==> src/rtl/track_ctrl.sv <==
// rtl/track_ctrl.sv - GNSS channel search/pull-in/track sequencer with epoch dump timing
// Optional TRACK_CTRL_STATS_EN adds the lock_epochs counter output.
module track_ctrl #(
    parameter int EPOCH_LEN    = 16368,
    parameter int THRESH_SHIFT = 3,
    parameter int PI_EPOCHS    = 20,
    parameter int LOSS_EPOCHS  = 50
) (
    input  logic        CLK,
    input  logic        RST,
    input  logic        start,
    input  logic        stop,
    input  logic [4:0]  prn_in,
    input  logic        sample_valid,
    input  logic [31:0] corr_p_pow,
    input  logic [31:0] corr_noise,
    output logic        dump,
    output logic        code_step,
    output logic [4:0]  prn_select,
    output logic        loop_en,
    output logic        locked,
    output logic        fail,
`ifdef TRACK_CTRL_STATS_EN
    output logic [31:0] lock_epochs,
`endif
    output logic [2:0]  state
);
    localparam logic [2:0] S_IDLE    = 3'd0;
    localparam logic [2:0] S_SEARCH  = 3'd1;
    localparam logic [2:0] S_PULL_IN = 3'd2;
    localparam logic [2:0] S_TRACK   = 3'd3;
    localparam logic [2:0] S_FAIL    = 3'd4;

    localparam logic [15:0] EPOCH_LAST = 16'(EPOCH_LEN - 1);
    localparam logic [7:0]  PI_N       = 8'(PI_EPOCHS);
    localparam logic [7:0]  PI_PASS    = 8'(PI_EPOCHS / 2);
    localparam logic [7:0]  LOSS_N     = 8'(LOSS_EPOCHS);
    localparam logic [10:0] STEP_LAST  = 11'd2045;

    logic [15:0] epoch_cnt;
    logic [10:0] step_cnt;
    logic [7:0]  win_cnt;
    logic [7:0]  hit_cnt;
    logic [7:0]  miss_cnt;
    logic        eval;

    logic [39:0] pow_ext;
    logic [39:0] thresh;
    logic        hit;
    logic        launch;
    logic [7:0]  win_next;
    logic [7:0]  hit_next;
    logic [7:0]  miss_next;
    logic        win_done;
    logic        pi_pass;
    logic        steps_exhausted;

    // Threshold is widened before the shift so large noise floors never wrap into a false hit.
    assign pow_ext         = {8'd0, corr_p_pow};
    assign thresh          = {8'd0, corr_noise} << THRESH_SHIFT;
    assign hit             = pow_ext > thresh;
    assign launch          = ((state == S_IDLE) || (state == S_FAIL)) && start && (prn_in != 5'd0);
    assign win_next        = win_cnt + 8'd1;
    assign hit_next        = hit_cnt + {7'd0, hit};
    assign miss_next       = miss_cnt + 8'd1;
    assign win_done        = (win_next == PI_N);
    assign pi_pass         = (hit_next >= PI_PASS);
    assign steps_exhausted = (step_cnt >= STEP_LAST);

    assign loop_en = (state == S_PULL_IN) || (state == S_TRACK);
    assign locked  = (state == S_TRACK);
    assign fail    = (state == S_FAIL);

    // code_step is issued in the eval cycle itself so the code generator slips before the next epoch.
    always_comb begin
        code_step = 1'b0;
        if (eval && !stop) begin
            case (state)
                S_SEARCH:  code_step = !hit && !steps_exhausted;
                S_PULL_IN: code_step = win_done && !pi_pass;
                default:   code_step = 1'b0;
            endcase
        end
    end

    always_ff @(posedge CLK or posedge RST) begin
        if (RST) begin
            state      <= S_IDLE;
            prn_select <= 5'd0;
            epoch_cnt  <= 16'd0;
            step_cnt   <= 11'd0;
            win_cnt    <= 8'd0;
            hit_cnt    <= 8'd0;
            miss_cnt   <= 8'd0;
            dump       <= 1'b0;
            eval       <= 1'b0;
        end else begin
            eval <= dump;
            dump <= 1'b0;
            if ((state != S_IDLE) && sample_valid) begin
                if (epoch_cnt == EPOCH_LAST) begin
                    epoch_cnt <= 16'd0;
                    dump      <= 1'b1;
                end else begin
                    epoch_cnt <= epoch_cnt + 16'd1;
                end
            end

            if (stop) begin
                state     <= S_IDLE;
                epoch_cnt <= 16'd0;
                dump      <= 1'b0;
                eval      <= 1'b0;
            end else if (launch) begin
                state      <= S_SEARCH;
                prn_select <= prn_in;
                epoch_cnt  <= 16'd0;
                step_cnt   <= 11'd0;
                win_cnt    <= 8'd0;
                hit_cnt    <= 8'd0;
                miss_cnt   <= 8'd0;
                dump       <= 1'b0;
                eval       <= 1'b0;
            end else if (eval) begin
                case (state)
                    S_SEARCH: begin
                        if (hit) begin
                            state   <= S_PULL_IN;
                            win_cnt <= 8'd0;
                            hit_cnt <= 8'd0;
                        end else if (steps_exhausted) begin
                            state <= S_FAIL;
                        end else begin
                            step_cnt <= step_cnt + 11'd1;
                        end
                    end
                    S_PULL_IN: begin
                        if (win_done) begin
                            if (pi_pass) begin
                                state    <= S_TRACK;
                                miss_cnt <= 8'd0;
                            end else begin
                                state    <= S_SEARCH;
                                step_cnt <= step_cnt + 11'd1;
                            end
                        end else begin
                            win_cnt <= win_next;
                            hit_cnt <= hit_next;
                        end
                    end
                    S_TRACK: begin
                        if (hit) begin
                            miss_cnt <= 8'd0;
                        end else if (miss_next == LOSS_N) begin
                            state    <= S_SEARCH;
                            step_cnt <= 11'd0;
                            miss_cnt <= 8'd0;
                        end else begin
                            miss_cnt <= miss_next;
                        end
                    end
                    default: ;
                endcase
            end
        end
    end

`ifdef TRACK_CTRL_STATS_EN
    always_ff @(posedge CLK or posedge RST) begin
        if (RST) begin
            lock_epochs <= 32'd0;
        end else if (!stop && launch) begin
            lock_epochs <= 32'd0;
        end else if (eval && (state == S_TRACK) && (lock_epochs != 32'hFFFF_FFFF)) begin
            lock_epochs <= lock_epochs + 32'd1;
        end
    end
`endif

endmodule

==> config.mk <==
export PLATFORM = sky130hd
export DESIGN_NAME = track_ctrl
export DESIGN_NICKNAME = d
export VERILOG_FILES = /design/src/rtl/track_ctrl.sv
export SDC_FILE = /design/constraint.sdc
export NUM_CORES = 1
export LEC_CHECK = 0
export ABC_CLOCK_PERIOD_IN_PS = 12400
export CAP_MARGIN = 20
export CORE_ASPECT_RATIO = 0.6
export CORE_MARGIN = 8
export CORE_UTILIZATION = 30
export CTS_BUF_LIST = sky130_fd_sc_hd__clkbuf_8
export DETAILED_ROUTE_END_ITERATION = 7
export GPL_ROUTABILITY_DRIVEN = 0
export PLACE_DENSITY_LB_ADDON = 0.08
export SETUP_SLACK_MARGIN = 0.3
export SLEW_MARGIN = 20
export SYNTH_ARGS = -nofsm -noshare
export SYNTH_HDL_FRONTEND = slang
export SYNTH_SLANG_ARGS = --single-unit
export TNS_END_PERCENT = 100
==> constraint.sdc <==
create_clock -name CLK -period 12.4 [get_ports CLK]
set_input_delay 1.86 -clock CLK [delete_from_list [all_inputs] [get_ports CLK]]
set_output_delay 1.86 -clock CLK [all_outputs]
set_load 0.01 [all_outputs]
# Word level (Yosys, flattened, before mapping)
# Cells that the tools add are included.
dict set report word_totals {
  ff_bits 61
  in_bits 74
  output_inout_bits 13
  word_cells 112
}
dict set report op_classes {
  n_addsub 5
  n_lt_le_gt_ge 3
  eq_ne 20
  mux 47
  n_bitwise 1
  reduce_logical 27
}
# cell count
set op_table {}
lappend op_table {{8-bit two-way mux} 13}
lappend op_table {{11-bit two-way mux} 8}
lappend op_table {{16-bit two-way mux} 4}
lappend op_table {{8-bit one-hot mux with 2 select lines} 3}
lappend op_table {{32-bit by 35-bit > comparator with 1-bit output} 1}
lappend op_table {{11-bit one-hot mux with 3 select lines} 1}
lappend op_table {{3-bit two-way mux} 8}
lappend op_table {{3-bit inequality test, second input constant} 7}
lappend op_table {{16-bit by 1-bit adder with 16-bit output, second input constant} 1}
lappend op_table {{8-bit by 1-bit adder with 8-bit output, second input constant} 2}
lappend op_table {{16-bit by 14-bit equality test with 1-bit output, second input constant} 1}
lappend op_table {{3-bit nonzero test} 5}
lappend op_table {{11-bit by 1-bit adder with 11-bit output, second input constant} 1}
lappend op_table {{11-bit greater-or-equal comparator, second input constant} 1}
lappend op_table {{5-bit AND reduction} 2}
lappend op_table {{5-bit nonzero test} 2}
lappend op_table {{3-bit one-hot mux with 3 select lines} 1}
lappend op_table {{9-bit AND reduction} 1}
lappend op_table {{8-bit by 1-bit adder with 8-bit output} 1}
lappend op_table {{8-bit by 5-bit equality test with 1-bit output, second input constant} 1}
lappend op_table {{8-bit by 6-bit equality test with 1-bit output, second input constant} 1}
lappend op_table {{8-bit by 4-bit greater-or-equal comparator with 1-bit output, second input constant} 1}
lappend op_table {{1-bit two-way mux} 7}
lappend op_table {{3-bit by 2-bit equality test with 1-bit output, second input constant} 2}
lappend op_table {{19 further kinds} 28}

# Longest topological paths before layout
# Gate-level depths: netlist of the first run.
dict set report logic_depth {
  ltp_word 9
  depth_mapped 19
  ltp_nobuf 18
}

# Worst setup path before layout of the first run
# No wires, ideal clock.
dict set report synth_timing {
  kind {input-to-output}
  start {in corr_noise[28]}
  end {out code_step}
  arrival_time_ns 5.637
  t_required_ns 10.540
  slack_ns 4.903
  cell_stages 19
  path_buffers 1
  path_cell_list {inv_1 > ha_1 > or4b_4 > nor4_4 > nand3_1 > a21bo_2 > and2_4 > inv_2 > ha_1 > ha_1 > and3_1 > or3_1 > a221oi_2 > a221oi_1 > nor3_1 > nand4_1 > or2_1 > buf_2 > inv_1}
}
dict set report synth_via {
  elab_chain_len 7
  elab_cells_between_ends 9
  cone_classes {1 x add/sub; 2 x order compare; 2 x mux; 4 x reduce/logical}
}
# element line
set synth_rtl {}
lappend synth_rtl {{start: declaration} 16} ;# input logic [31:0] corr_noise,
lappend synth_rtl {{32-bit by 35-bit > comparator with 1-bit output (*)} 61} ;# assign hit = pow_ext > thresh;
lappend synth_rtl {{8-bit by 1-bit adder with 8-bit output} 64} ;# assign hit_next = hit_cnt + {7'd0, hit};
lappend synth_rtl {{8-bit by 4-bit greater-or-equal comparator with 1-bit output} 67} ;# assign pi_pass = (hit_next >= PI_PASS);
lappend synth_rtl {{1-bit zero test} 80} ;# S_PULL_IN: code_step = win_done && !pi_pass;
lappend synth_rtl {{1-bit logical AND} 80}
lappend synth_rtl {{1-bit one-hot mux with 2 select lines (*)} 78} ;# case (state)
lappend synth_rtl {{1-bit two-way mux (*)} 77} ;# if (eval && !stop) begin
lappend synth_rtl {{end: declaration} 18} ;# output logic code_step,
# Every way passes the cells marked *; elsewhere a longest branch is shown, timed or not.

# Final worst setup path of the first run
# Ends and elaborated chain as after synthesis.

==> summary.md, run 1 <==
| Metric | Value |
|---|---|
| Status | `finished, final reports clean` |
| Post-synth EDFFs | `0` |
| Layout Utilization | `40.0%` |
| Max cap viols | `0` |
| Initial antenna violation count | `0` |
| Vias in the first global route | `3889` |
| Fin cells | `779` |
| Global route overflow | `0` |
| Clk buf depth | `2` |
| Nets@finish | `694` |
| Clock Sinks | `61` |
| RR Startpoint | `hit_cnt[0]` |
| Most common cell in the synthesized netlist | `dfrtp_1` |
| # IOs | `87` |
| CP endpoint kind | `output port` |
| Sequential-to-total area share from yosys stat | `35.6%` |
| Worst setup path endpoint | `code_step` |
| # DRC | `0` |
| Final Hold Fails | `0` |
| Clk_skew | `7.25 ps` |
| Wire length per cell | `15.4 µm` |
| Fraction of layout cells with a size suffix above 1 | `5.62%` |
| Crit Path Class | `in2out` |
| Hold Path Class | `reg2reg` |
| RSZ-0062 raised after global routing | `false` |
| Yosys warns | `0` |
| Post-synthesis cell type count | `67` |
| First-pass GRT wire length | `20300 µm` |
| Async S/R FF share, synth | `100%` |
| All-Layer GR Usage | `13.6%` |
| PwrDens | `85.6 nW/µm²` |
| Setup_tns | `0 ps` |
| Clk_lat worst skew | `350 ps` |
| Share of the synthesized area in the top cell type | `35.6%` |
| Critical Path AT | `7470 ps` |
| Worst R2R Setup Slack | `8840 ps` |
| Rel. slew slack | `45.6%` |
| Number of CTS-inserted buffers | `9` |
| Comb pwr share | `19.4%` |
| Fraction of power spent switching nets | `27.6%` |
| Seq cells post-synth | `61` |
| Top cell type by total area after synthesis | `dfrtp_1` |
| Tot Pwr | `0.000472 W` |
| Post-CTS setup repair buffer count | `0` |
| Vias per cell | `5.03` |
| H-Tree Depth | `3` |
| DR iter-0 viols | `226` |
| Mapped Cells | `502` |
| Placed insts | `764` |
| Peak supply drop | `0.0467 mV` |
| Die Wd | `170 µm` |
| CTS Root Cell | `clkbuf_8` |
| Ranking of synthesized cells by area | `dfrtp_1 36%, ha_1 11%, o21ai_0 6.0%, inv_1 3.6%, o31ai_1 3.5%` |
| CP startpoint | `corr_noise[28]` |
| First-pass DRT Iterations | `4` |
| Chip height | `109 µm` |
| Syn avg cell area | `8.54 µm²` |
| Internal | `0.000342 W` |
| Port Buffers | `86` |
| Row Count | `33` |
| Hpwl dp | `9250 µm` |
| DRT antenna net count | `0` |
| Layout Area Growth over Synthesis | `28.5%` |
| Core area | `13800 µm²` |
| Crit path time final | `9330 ps` |
| Post-synthesis net count | `613` |
| Fmax | `0.107 GHz` |
| Fin crit share | `75.3%` |
| TritonCTS clock tree | `yes` |
| Top FF cell, synth | `dfrtp_1` |
| Sw Pwr | `0.000130 W` |
| Sequential Power Share | `45.7%` |
| CP max FO | `13` |
| Slew @ Worst Pin | `816 ps` |
| Largest net degree at the start of global routing | `62` |
| Routed WL | `12000 µm` |
| P_leak | `2.36 nW` |
| Post_cts resized | `0` |
| Slew Viols, Final | `0` |
| Die area | `18500 µm²` |
| Worst EP required | `10540 ps` |
| Reg2reg path depth | `10` |
| Via count | `3921` |
| Top post-synthesis cells by count | `61 x dfrtp_1, 51 x o21ai_0, 41 x inv_1, 37 x ha_1, 36 x nand2_1` |
| R2R Path End | `step_cnt[7]` |
| Clock slew at reported path FFs | `70 ps` |
| # hold bufs at CTS | `0` |
| Final setup fails | `0` |
| Cell Area, Synth | `4290 µm²` |
| CP startpoint kind | `input port` |
| Antenna fix cells | `0` |
| Initial core utilization | `31.1%` |
| Clock share of power | `34.8%` |
## final cells by class
| class | instances | area [µm²] |
|---|---|---|
| fillers | 1402 | 8280 |
| multi-input cells | 381 | 2530 |
| flip-flops and latches | 61 | 1530 |
| repair buffers | 88 | 876 |
| well taps | 192 | 240 |
| clock buffers | 12 | 165 |
| inverters | 42 | 158 |
| clock inverters | 3 | 12.5 |
## worst min path at each step
stage | start | end | slack, ps | depth (start not counted)
after floorplan | step_cnt[4] | step_cnt[4] | 440 | 1
after global placement | step_cnt[10] | step_cnt[10] | 460 | 1
after detailed placement | step_cnt[4] | step_cnt[4] | 470 | 1
after CTS | step_cnt[4] | step_cnt[4] | 480 | 1
after global routing | step_cnt[10] | step_cnt[10] | 510 | 1
final | step_cnt[4] | step_cnt[4] | 470 | 1
## sequential cells by signal (all words and copies together), names as in the netlist
register,flops
eval,1
miss_cnt,8
epoch_cnt,16
step_cnt,11
hit_cnt,8
prn_select,5
dump,1
win_cnt,8
state,3
## worst max-delay path: stages
cell	delay (ps)
clkdlybuf4s50_1	450
inv_1	40
ha_1	270
or4b_4	480
nor4_4	380
nand3_1	140
o311ai_1	170
and2_4	270
inv_2	60
ha_1	230
ha_1	250
and3_1	210
or3_1	330
a221oi_2	340
a221oi_1	120
nor3_1	170
nand4_1	430
or2_1	560
inv_1	150
clkdlybuf4s50_1	550
## power groups by stage
stage                logic, W  clock network (W)  registers [W]
floorplan           0.0000448                  0       0.000219
global placement    0.0000919                  0       0.000219
detailed placement  0.0000925                  0       0.000219
CTS                 0.0000932           0.000170       0.000216
global route         0.000104           0.000180       0.000217
finish              0.0000917           0.000164       0.000216
## metal layers
layer  global-route usage [%]  vias up  routed length (µm)
met5                        0        -                   0
met4                     2.99        0                  96
met3                     3.56        8                 488
met2                     19.5       61                5010
met1                     19.9     1868                6400
li1                         -     1984                   -
## kinds of logic after synthesis
family / synth area share, %
AND/OR/NAND/NOR: 23.8
AO/OA/AOI/OAI: 20.5
flip-flops: 35.6
buffers and inverters: 5.34
adder cells (fa/ha/maj): 10.8
XOR/XNOR: 2.45
multiplexers: 1.55
## metrics by stage
stage | setup slack [ps] | hold WS, ps | instance area (µm²)
floorplan | 4900 | 438 | 4290
global placement | 3170 | 463 | 5330
detailed placement | 3020 | 470 | 5330
CTS | 3030 | 480 | 5510
global route | 2530 | 509 | 5510
finish | 3070 | 472 | 5510
## layout by cell type, fill, tap and decap left out, types with 4 or more instances in the layout
cell type	Yosys	final
a211oi_1	4	4
nor2_1	34	34
xnor2_1	9	9
a21oi_1	23	23
o21ai_0	51	51
nand4_1	12	12
nand2b_1	10	10
nand3_1	27	27
and3_1	12	12
nor3_1	13	13
clkdlybuf4s50_1	0	86
and2_1	7	7
nand2_1	36	36
mux2_2	5	5
a31oi_1	5	5
clkbuf_8	0	12
nor2b_1	7	7
dfrtp_1	61	61
ha_1	37	37
inv_1	41	42
o211ai_1	4	4
o31ai_1	20	20
or3_1	8	8
Power figures use the tool's default switching activity.
==> run 2, diff against run 1 <==
- ABC_CLOCK_PERIOD_IN_PS: 12400 -> 8900
- clock period: 12.4 -> 8.9 ns (I/O delays scaled with it)
==> summary.md, run 2 (synthesis results as in run 1) <==
| Metric | Value |
|---|---|
| Commonest non-fill, non-tap cell in the layout | `clkdlybuf4s50_1` |
| CP endpoint kind | `output port` |
| DRT antenna net count | `0` |
| Initial antenna violation count | `0` |
| Slew Viols, Final | `0` |
| P_leak | `2.37 nW` |
| Fraction of layout cells with a size suffix above 1 | `5.92%` |
| CP startpoint kind | `input port` |
| Clk_lat worst skew | `340 ps` |
| Max cap viols | `0` |
| Largest net degree at the start of global routing | `62` |
| Crit path time final | `8010 ps` |
| Critical Path AT | `6680 ps` |
| PwrDens | `114 nW/µm²` |
| Final Hold Fails | `0` |
| Vias per cell | `5.06` |
| Layout Area Growth over Synthesis | `28.6%` |
| Final WS setup | `887 ps` |
| Routed WL | `11700 µm` |
| Final setup fails | `0` |
| Number of CTS-inserted buffers | `9` |
| DR iter-0 viols | `157` |
| First-pass DRT Iterations | `4` |
| Clk_skew | `12.7 ps` |
| # DRC | `0` |
| Die Wd | `170 µm` |
| Initial core utilization | `31.1%` |
| Hpwl dp | `9070 µm` |
| Antenna fix cells | `0` |
| Vias in the first global route | `3879` |
| Fmax | `0.125 GHz` |
| Most frequent cells in the layout | `86 x clkdlybuf4s50_1, 61 x dfrtp_1, 51 x o21ai_0` |
| TritonCTS clock tree | `yes` |
| Status | `finished, final reports clean` |
| CP max FO | `11` |
| All-Layer GR Usage | `13.2%` |
| Slew @ Worst Pin | `789 ps` |
| Most flops, register | `epoch_cnt` |
| Setup_tns | `0 ps` |
| Peak supply drop | `0.0595 mV` |
| Chip height | `109 µm` |
| Crit Path Class | `in2out` |
| Port Buffers | `86` |
| Global route overflow | `0` |
| Rel. slew slack | `47.4%` |
| Hold Path Class | `reg2reg` |
| # hold bufs at CTS | `0` |
| Row Count | `33` |
| First-pass GRT wire length | `19900 µm` |
| Clock Sinks | `61` |
| Max reg flops | `16` |
| Layout Utilization | `40.0%` |
| Clk buf depth | `2` |
| Wire length per cell | `14.9 µm` |
| H-Tree Depth | `3` |
| Fin crit share | `90.0%` |
| Nets@finish | `697` |
| Setup WS pre-CTS | `593 ps` |
| # IOs | `87` |
| Clock slew at reported path FFs | `60 ps` |
| Via count | `3964` |
| Design area | `5510 µm²` |
| Die area | `18500 µm²` |
| CTS Root Cell | `clkbuf_8` |
| Core area | `13800 µm²` |
| Largest registers | `epoch_cnt: 16 flops, step_cnt: 11 flops` |
| DP Area | `5330 µm²` |
| Worst EP required | `7570 ps` |
| RSZ-0062 raised after global routing | `false` |
-- run 2: cell count changes in the layout (fill, tap and decap cells not counted), sizes merged --
cell    change
buf         +3
clkbuf      -3
clkinv      +1
inv         +3
-- run 2: repair_timing --
| item | in CTS | in global routing |
|---|---|---|
| buffers inserted | 0 | 3 |
| endpoints found under the setup margin | 0 | 1 |
| gates resized for setup | 0 | 1 |
-- run 2: layout make-up --
cell class	count	area, µm²
tap	192	240
sequential	61	1530
fill	1404	8280
timing repair buffer	91	898
inverter	42	158
multi-input combinational	381	2540
clock inverter	7	28.8
clock buffer	9	124
-- run 2: layer usage --
layer,part of all wire [%],track usage [%],vias up
li1,-,-,1995
met1,53,18.9,1904
met2,42,19.5,58
met3,4.1,3.67,7
met4,0.66,2.43,0
met5,0,0,-
-- run 2: final timing paths --
| path | startpoint | to | slack, ps | depth (start not counted) |
|---|---|---|---|---|
| max | corr_noise[28] | code_step | 890 | 20 |
| max in group asynchronous | RST | step_cnt[2] | 6840 | 3 |
| min | step_cnt[4] | step_cnt[4] | 470 | 1 |
| min reg2reg | step_cnt[4] | step_cnt[4] | 470 | 1 |
| max reg2reg | hit_cnt[0] | step_cnt[7] | 5630 | 10 |
| min in group asynchronous | RST | win_cnt[4] | 1550 | 3 |
-- run 2: per-stage QoR --
step	std cells	power, W	hold slack, ps
floorplan	502	0.000367	438
global placement	764	0.000433	463
detailed placement	764	0.000434	467
CTS	780	0.000640	475
global route	783	0.000669	526
finish	783	0.000630	471
-- run 2: critical path, cell delays in order --
cell and delay, ps:
clkdlybuf4s50_1 450, inv_1 40, ha_1 280, or4b_4 480, nor4_4 400, nand3_1 140, a21bo_2 240, and2_4 180
inv_2 60, ha_1 220, ha_1 250, and3_1 210, or3_1 330, a221oi_2 350, a221oi_1 120, nor3_1 190
nand4_1 250, or2_1 470, inv_1 130, clkdlybuf4s50_1 550
-- run 2: report_power, final --
| group | switching (W) | internal, W | leakage (nW) |
|---|---|---|---|
| Combinational | 0.0000596 | 0.0000691 | 1.43 |
| Sequential | 0.0000128 | 0.000288 | 0.838 |
| Clock | 0.000106 | 0.0000950 | 0.0992 |
| Total | 0.000178 | 0.000452 | 2.37 |
